File: src/rtl/sseg_value_driver_if.sv
// Handshake and digit-drive bundle between a value source and sseg_value_driver.
// The source owns value/valid; the driver owns ready and the per-digit encoder inputs.
interface sseg_value_driver_if;
   logic [13:0] value;
   logic        valid;
   logic        ready;
   logic [15:0] dig_bin;
   logic [3:0]  dig_neg;
   logic [3:0]  dig_en;

   modport master (
      output value, valid,
      input  ready, dig_bin, dig_neg, dig_en
   );

   modport slave (
      input  value, valid,
      output ready, dig_bin, dig_neg, dig_en
   );
endinterface

File: src/rtl/sseg_value_driver.sv
// Signed 14-bit value -> four-digit 7-segment encoder drive: double-dabble BCD
// conversion followed by leading-zero blanking, minus placement and overflow dashes.
module sseg_value_driver (
   input  logic                 clk,
   input  logic                 rst,
   sseg_value_driver_if.slave   bus
);

   typedef enum logic [1:0] {
      IDLE    = 2'd0,
      CONVERT = 2'd1,
      FORMAT  = 2'd2
   } state_t;

   state_t      state, state_d;
   logic        neg_q, neg_d;
   logic [13:0] mag_q, mag_d;
   logic [15:0] bcd_q, bcd_d;
   logic [3:0]  cnt_q, cnt_d;
   logic [15:0] bin_q, bin_d;
   logic [3:0]  dneg_q, dneg_d;
   logic [3:0]  en_q, en_d;

   logic [15:0] adj;
   logic [1:0]  msd;

   always_ff @(posedge clk) begin
      if (rst) begin
         state  <= IDLE;
         neg_q  <= 1'b0;
         mag_q  <= '0;
         bcd_q  <= '0;
         cnt_q  <= '0;
         bin_q  <= '0;
         dneg_q <= '0;
         en_q   <= 4'b0001;
      end else begin
         state  <= state_d;
         neg_q  <= neg_d;
         mag_q  <= mag_d;
         bcd_q  <= bcd_d;
         cnt_q  <= cnt_d;
         bin_q  <= bin_d;
         dneg_q <= dneg_d;
         en_q   <= en_d;
      end
   end

   always_comb begin
      state_d = state;
      neg_d   = neg_q;
      mag_d   = mag_q;
      bcd_d   = bcd_q;
      cnt_d   = cnt_q;
      bin_d   = bin_q;
      dneg_d  = dneg_q;
      en_d    = en_q;
      adj     = bcd_q;
      msd     = '0;

      case (state)
         IDLE: begin
            if (bus.valid) begin
               neg_d   = bus.value[13];
               // -8192 negates to itself, which reads as 8192 unsigned
               mag_d   = bus.value[13] ? 14'(-bus.value) : bus.value;
               bcd_d   = '0;
               cnt_d   = 4'd14;
               state_d = CONVERT;
            end
         end

         CONVERT: begin
            for (int unsigned i = 0; i < 4; i++) begin
               if (bcd_q[4*i +: 4] >= 4'd5)
                  adj[4*i +: 4] = bcd_q[4*i +: 4] + 4'd3;
            end
            {bcd_d, mag_d} = {adj[14:0], mag_q, 1'b0};
            cnt_d = cnt_q - 4'd1;
            if (cnt_q == 4'd1)
               state_d = FORMAT;
         end

         FORMAT: begin
            for (int unsigned i = 0; i < 4; i++) begin
               if (bcd_q[4*i +: 4] != 4'd0)
                  msd = 2'(i);
            end
            bin_d  = '0;
            dneg_d = '0;
            en_d   = '0;
            // Negative magnitudes above 999 leave no room for the minus sign
            if (neg_q && (bcd_q[15:12] != 4'd0)) begin
               dneg_d = '1;
               en_d   = '1;
            end else begin
               for (int unsigned i = 0; i < 4; i++) begin
                  if (i <= 32'(msd)) begin
                     en_d[i]        = 1'b1;
                     bin_d[4*i +: 4] = bcd_q[4*i +: 4];
                  end else if (neg_q && (i == 32'(msd) + 32'd1)) begin
                     en_d[i]   = 1'b1;
                     dneg_d[i] = 1'b1;
                  end
               end
            end
            state_d = IDLE;
         end

         default: state_d = IDLE;
      endcase
   end

   assign bus.ready   = (state == IDLE);
   assign bus.dig_bin = bin_q;
   assign bus.dig_neg = dneg_q;
   assign bus.dig_en  = en_q;

endmodule

File: src/flat_wrapper.sv
// flat-port wrapper written by rule: the top's interface ports become plain ports
module sseg_value_driver_flat 
  (clk, rst, bus_value, bus_valid, bus_ready, bus_dig_bin, bus_dig_neg, bus_dig_en);
  sseg_value_driver_if bus_i ();
  input  logic clk;
  input  logic rst;
  input wire logic [$bits(bus_i.value)-1:0] bus_value;
  input wire logic [$bits(bus_i.valid)-1:0] bus_valid;
  output wire logic [$bits(bus_i.ready)-1:0] bus_ready;
  output wire logic [$bits(bus_i.dig_bin)-1:0] bus_dig_bin;
  output wire logic [$bits(bus_i.dig_neg)-1:0] bus_dig_neg;
  output wire logic [$bits(bus_i.dig_en)-1:0] bus_dig_en;
  assign bus_i.value = bus_value;
  assign bus_i.valid = bus_valid;
  assign bus_ready = bus_i.ready;
  assign bus_dig_bin = bus_i.dig_bin;
  assign bus_dig_neg = bus_i.dig_neg;
  assign bus_dig_en = bus_i.dig_en;
  sseg_value_driver u_core (.clk(clk), .rst(rst), .bus(bus_i));
endmodule
File: config.mk
export PLATFORM = sky130hd
export DESIGN_NAME = sseg_value_driver_flat
export DESIGN_NICKNAME = d
export VERILOG_FILES = /design/src/rtl/sseg_value_driver_if.sv /design/src/rtl/sseg_value_driver.sv /design/src/flat_wrapper.sv
export SDC_FILE = /design/constraint.sdc
export NUM_CORES = 1
export LEC_CHECK = 0
export ABC_AREA = 1
export CAP_MARGIN = 15
export CORE_UTILIZATION = 55
export DETAILED_ROUTE_END_ITERATION = 8
export PLACE_DENSITY_LB_ADDON = 0.08
export REMOVE_ABC_BUFFERS = 1
export SYNTH_ARGS = -nofsm -noshare
export SYNTH_HDL_FRONTEND = slang
export SYNTH_SLANG_ARGS = --single-unit
export TNS_END_PERCENT = 100
File: constraint.sdc
create_clock -name clk -period 2 [get_ports clk]
set_clock_uncertainty 0.1 [all_clocks]
set_input_delay 0.6 -clock clk [delete_from_list [all_inputs] [get_ports clk]]
set_output_delay 0.6 -clock clk [all_outputs]
set_load 0.03 [all_outputs]
After elaboration in Yosys (flattened, before gate mapping)
Cells that the tools add are included.
{"block": "classes", "n_addsub": 7, "mul": 0, "div": 0, "magnitude_cmp": 7, "n_eq_ne": 8, "shifts": 0, "mux": 33, "n_bitwise": 0, "reduce_logical": 12}
{"operator": "2-bit by 32-bit == test with 1-bit output, first input constant", "count": 2}
{"operator": "4-bit two-way mux", "count": 9}
{"operator": "1-bit by 32-bit == test with 1-bit output, first input constant", "count": 1}
{"operator": "16-bit two-way mux", "count": 2}
{"operator": "16-bit one-hot mux with 2 select lines", "count": 1}
{"operator": "14-bit two-way mux", "count": 2}
{"operator": "14-bit one-hot mux with 2 select lines", "count": 1}
{"operator": "4-bit by 3-bit greater-or-equal comparator with 1-bit output, second input constant", "count": 4}
{"operator": "14-bit negation", "count": 1}
{"operator": "4-bit by 2-bit adder with 4-bit output, second input constant", "count": 3}
{"operator": "4-bit nonzero test", "count": 3}
{"operator": "1-bit two-way mux", "count": 10}
{"operator": "2-bit two-way mux", "count": 5}
{"operator": "4-bit one-hot mux with 2 select lines", "count": 1}
{"operator": "2-bit AND reduction", "count": 3}
{"operator": "4-bit by 1-bit == test with 1-bit output, second input constant", "count": 1}
{"operator": "2-bit <= comparator, first input constant", "count": 2}
{"operator": "1-bit logical AND", "count": 4}
{"operator": "2-bit one-hot mux with 2 select lines", "count": 1}
{"operator": "4-bit by 1-bit subtractor with 4-bit output, second input constant", "count": 1}
{"operator": "2-bit by 1-bit adder with 3-bit output, second input constant", "count": 1}
{"operator": "3-bit by 2-bit adder with 3-bit output, second input constant", "count": 1}
{"operator": "3-bit two-way mux", "count": 1}
{"operator": "2-bit by 1-bit == test with 1-bit output, second input constant", "count": 1}
{"operator": "other kinds (6)", "count": 6}
{"block": "word_totals", "regBits": 61, "latchBits": 0, "ram_bits": 0, "rom_bits": 0, "out_inout_bits": 25, "mem_count": 0}

Depth between registers and ports, before layout
{"block": "depth", "word_depth": 11, "depth_mapped": 9, "mapped_depth_nobuf": 9}

Least setup slack after synthesis
OpenSTA, ideal clock, no wires.
{"block": "synth_timing", "kind": "input to register", "start": "in bus_value[0]", "end": "reg u_core.mag_q[10]", "setup_time_ps": 120, "arrival_time_ps": 1374, "setup_slack_ps": 406, "stages": 7, "n_path_buf": 0, "cell_sequence": "inv_1 ha_1 nand2_1 o21bai_2 nand3_1 nand3_1 nand3_1"}
{"block": "synth_via", "elab_chain_cells": 4}
{"element": "start, declared", "line": "flat_wrapper.sv:7", "text": "input wire logic [$bits(bus_i.value)-1:0] bus_value;"}
{"element": "14-bit negation", "line": "sseg_value_driver.sv:66", "text": "mag_d = bus.value[13] ? 14'(-bus.value) : bus.value;"}
{"element": "14-bit two-way mux", "line": "sseg_value_driver.sv:66"}
{"element": "14-bit two-way mux", "line": "sseg_value_driver.sv:63", "text": "if (bus.valid) begin"}
{"element": "14-bit one-hot mux with 2 select lines", "line": "sseg_value_driver.sv:61", "text": "case (state)"}
{"element": "end signal, assigned", "line": "sseg_value_driver.sv:40", "text": "mag_q <= mag_d;"}
{"element": "end, declared", "line": "sseg_value_driver.sv:17", "text": "logic [13:0] mag_q, mag_d;"}
Every way passes these cells. The select of a mux whose other input is x is not followed.
A chain may end at the register's enable or synchronous reset.

Final worst setup path
{"block": "layout_timing", "start": "reg u_core.state[0]", "end": "out bus_ready"}
{"block": "layout_via", "elab_chain_cells": 1}
{"element": "start, declared", "line": "sseg_value_driver.sv:15", "text": "state_t state, state_d;"}
{"element": "start signal, assigned", "line": "sseg_value_driver.sv:38", "text": "state <= state_d;"}
{"element": "2-bit zero test", "line": "sseg_value_driver.sv:114", "text": "assign bus.ready = (state == IDLE);"}
{"element": "end, declared", "line": "flat_wrapper.sv:9", "text": "output wire logic [$bits(bus_i.ready)-1:0] bus_ready;"}
Every way passes these cells.

==> run_results.csv <==
group,metric,value,unit
sta,period_minus_slack,1.857,ns
final_layout,antennaDiodeCount,0,
floorplanning,io_pins,42,
setup_path,required,1.30,ns
setup_path,crit_path_start_kind,"register",
routing,vias,2911,
clock_tree,clock_sinks,60,
flow_run,maxCapViolCount,0,
final_layout,nets,522,
placement,placed_cell_area,0.003676,sq mm
power_and_ir_drop,pwr-share-clk,34.4,%
yosys,ys_warn_count,0,
setup_path,criticalPathCategory,"register to output port",
global_routing,grt_pass1_wl,11880,microns
yosys,synth_seq_area_share,38.46,%
yosys,synth_edf_count,0,
final_layout,post-route-cell-area,0.003796,sq mm
clock_tree,cts_tree,"built",
setup_path,cp_max_fo,2,
floorplanning,coreArea,0.005473,sq mm
floorplanning,rows,27,
power_and_ir_drop,p_seq_share,50.0,%
sta,fmax,538.5,MHz
sta,setup_violations,0,
power_and_ir_drop,vdd_drop_max,0.3571,mV
final_layout,finalNonFillerCells,569,
yosys,synth_area_per_cell,7.098,sq um
power_and_ir_drop,powerDensity,673.6,mW/mm^2
global_routing,gr-total-overflow,0,
routing,final_antenna_net_count,0,
routing,vias_per_cell,5.116,
final_layout,drive_above_1_share,9.457,%
sta,hold_viol_final,0,
power_and_ir_drop,leakagePower,1.697,nW
global_routing,grt_usage,24.92,%
placement,post-dp-hpwl,4970,microns
clock_tree,clkLatencyLatePin,0.33,ns
placement,gp_congestion,0.8971,
routing,wl_per_cell,11.90,microns
yosys,syn_area,0.003123,sq mm
yosys,ys_ff_latch,60,
final_layout,finalCoreUtilization,69.36,%
outcome,status,"complete, no violations",
clock_tree,cts_resized,24,
routing,first_pass_iters,5,
sta,finalMaxSlewViolations,0,
placement,dp_cells,554,
floorplanning,floorplan.initialDensity,57.06,%
hold_path,hold_path.class,"register to register",
hold_path,hold_path_depth,2,
sta,rsz0062_at_grt,"false",
setup_path,cp.arrival,1.16,ns
setup_path,rr_worst_depth,6,
clock_tree,cts_hold_buffers,0,
clock_tree,cts_root_buffer,"clkbuf_8",
routing,drt-total-wl,6770,microns
placement,numPortBuffers,40,
yosys,synthCells,440,
yosys,synth_flop_cell,"dfxtp_1",
final_layout,synthToLayoutAreaGrowth,21.55,%
clock_tree,cts_setup_buffers,0,
routing,drc,0,
clock_tree,cts.clk_slew.worst_paths,0.06,ns
global_routing,antenna_found_initial,0,
setup_path,cp-end-kind,"output port",
routing,drt-initial-drc-count,184,
power_and_ir_drop,switching_power,0.7208,mW
floorplanning,dieHeight,77.36,microns
clock_tree,htreeDepth,3,
yosys,synthArstFlopShare,0,%
clock_tree,cts-buffers-inserted,9,
global_routing,grt_max_degree,27,
sta,fin_crit_sh,92.85,%
yosys,ys_types,39,
floorplanning,die_area,0.005984,sq mm
power_and_ir_drop,p_sw_share,28.19,%
power_and_ir_drop,power.share.combinational,15.6,%
floorplanning,die_x,77.36,microns
clock_tree,clock_path_buffers,2,
global_routing,grt_pass1_vias,2734,
power_and_ir_drop,p_int,1.836,mW
==> cell type report <==
class,instances,area [sq um]
fill,501,1677
sequential,60,1201
inverter,55,216.5
multi-input combinational,309,1595
timing repair buffer,58,543.0
clock inverter,3,15.01
clock buffer,12,135.1
tap,72,90.09
==> worst max-delay path: stages, from the launching register on <==
cell,delay (ns)
dfxtp_1,0.32
nor2_2,0.11
dlygate4sd2_1,0.40
==> flip-flops by register name, indices dropped and copies added, names as in the netlist <==
| signal | count |
|---|---|
| u_core.bus.dig_neg | 4 |
| u_core.neg_q | 1 |
| u_core.bcd_q | 16 |
| u_core.cnt_q | 4 |
| u_core.bus.dig_bin | 16 |
| u_core.mag_q | 14 |
| u_core.state | 2 |
| u_core.bus.dig_en | 3 |
==> final timing paths <==
check	start	to	slack (ns)
hold / removal	u_core.bus.dig_neg[1]$_SDFFE_PP0N_	u_core.bus.dig_neg[1]$_SDFFE_PP0N_	0.36
setup reg to reg	u_core.bcd_q[12]$_SDFFE_PP0P_	u_core.bus.dig_bin[5]$_SDFFE_PP0N_	0.31
hold reg to reg	u_core.bus.dig_neg[1]$_SDFFE_PP0N_	u_core.bus.dig_neg[1]$_SDFFE_PP0N_	0.36
setup / recovery	u_core.state[0]$_SDFFE_PP0P_	bus_ready	0.14
==> routing by layer <==
layer	share of wire, %	vias up	wire length (microns)	global-route usage [%]
met5	0	-	0	0
met4	1.6	0	108	11.89
met3	3.9	10	265	6.118
met2	48	67	3231	41.24
met1	47	1299	3165	30.25
li1	-	1535	-	-
==> cells by family (layout without fill, tap and decap cells) <==
kind of cell / after synthesis / after routing / share of synthesized area (%)
buffers and inverters: 71 / 128 / 10.46
XOR/XNOR: 2 / 2 / 0.5610
AO/OA/AOI/OAI: 93 / 93 / 17.19
adder cells (fa/ha/maj): 12 / 12 / 4.808
AND/OR/NAND/NOR: 201 / 201 / 28.41
flip-flops: 60 / 60 / 38.46
other: 1 / 1 / 0.1201
==> layout by cell type (no fill, tap or decap), drive strengths merged, types with 3 or more instances in the layout <==
| master | n |
|---|---|
| o21ai | 25 |
| a31oi | 3 |
| clkbuf | 12 |
| o21bai | 3 |
| nor2 | 33 |
| o211ai | 7 |
| clkdlybuf4s50 | 16 |
| inv | 54 |
| nand2 | 121 |
| a21oi | 47 |
| nand3 | 43 |
| dlygate4sd2 | 24 |
| clkinv | 4 |
| a22oi | 3 |
| ha | 12 |
| buf | 18 |
| dfxtp | 60 |
==> through the flow <==
| stage | power, mW | hold WS, ns | TNS, ns | setup WS (ns) |
|---|---|---|---|---|
| floorplan | 1.528 | 0.3292 | 0 | 0.4046 |
| global placement | 1.696 | 0.3504 | -0.3666 | -0.1037 |
| detailed placement | 1.706 | 0.3544 | -0.5723 | -0.1622 |
| CTS | 2.574 | 0.3617 | 0 | 0.1265 |
| global route | 2.682 | 0.3824 | 0 | 0.05380 |
| finish | 2.557 | 0.3592 | 0 | 0.1430 |
==> synth_stat cells (3+ instances only) <==
master      n  area, sq um
a21oi_1    46        230.2
a22oi_1     3        22.52
buf_2       7        35.03
buf_6       3        33.78
clkbuf_1    3        11.26
dfxtp_1    60         1201
ha_1       12        150.1
inv_1      50        187.7
nand2_1   117        439.2
nand3_1    42        210.2
nor2_1     28        105.1
nor2_4      3        33.78
o211ai_1    7        52.55
o21ai_0    17        85.08
o21ai_1     8        40.04
==> power groups by stage <==
stage                     Clock (mW)  Sequential [mW]  Combinational [mW]
after global placement             0             1.30               0.395
after CTS                      0.896             1.28               0.400
after global routing           0.955             1.28               0.445
final                          0.880             1.28               0.400
after floorplan                    0             1.30               0.229
after detailed placement           0             1.30               0.403
No activity file was read; power rests on OpenSTA's default activity.
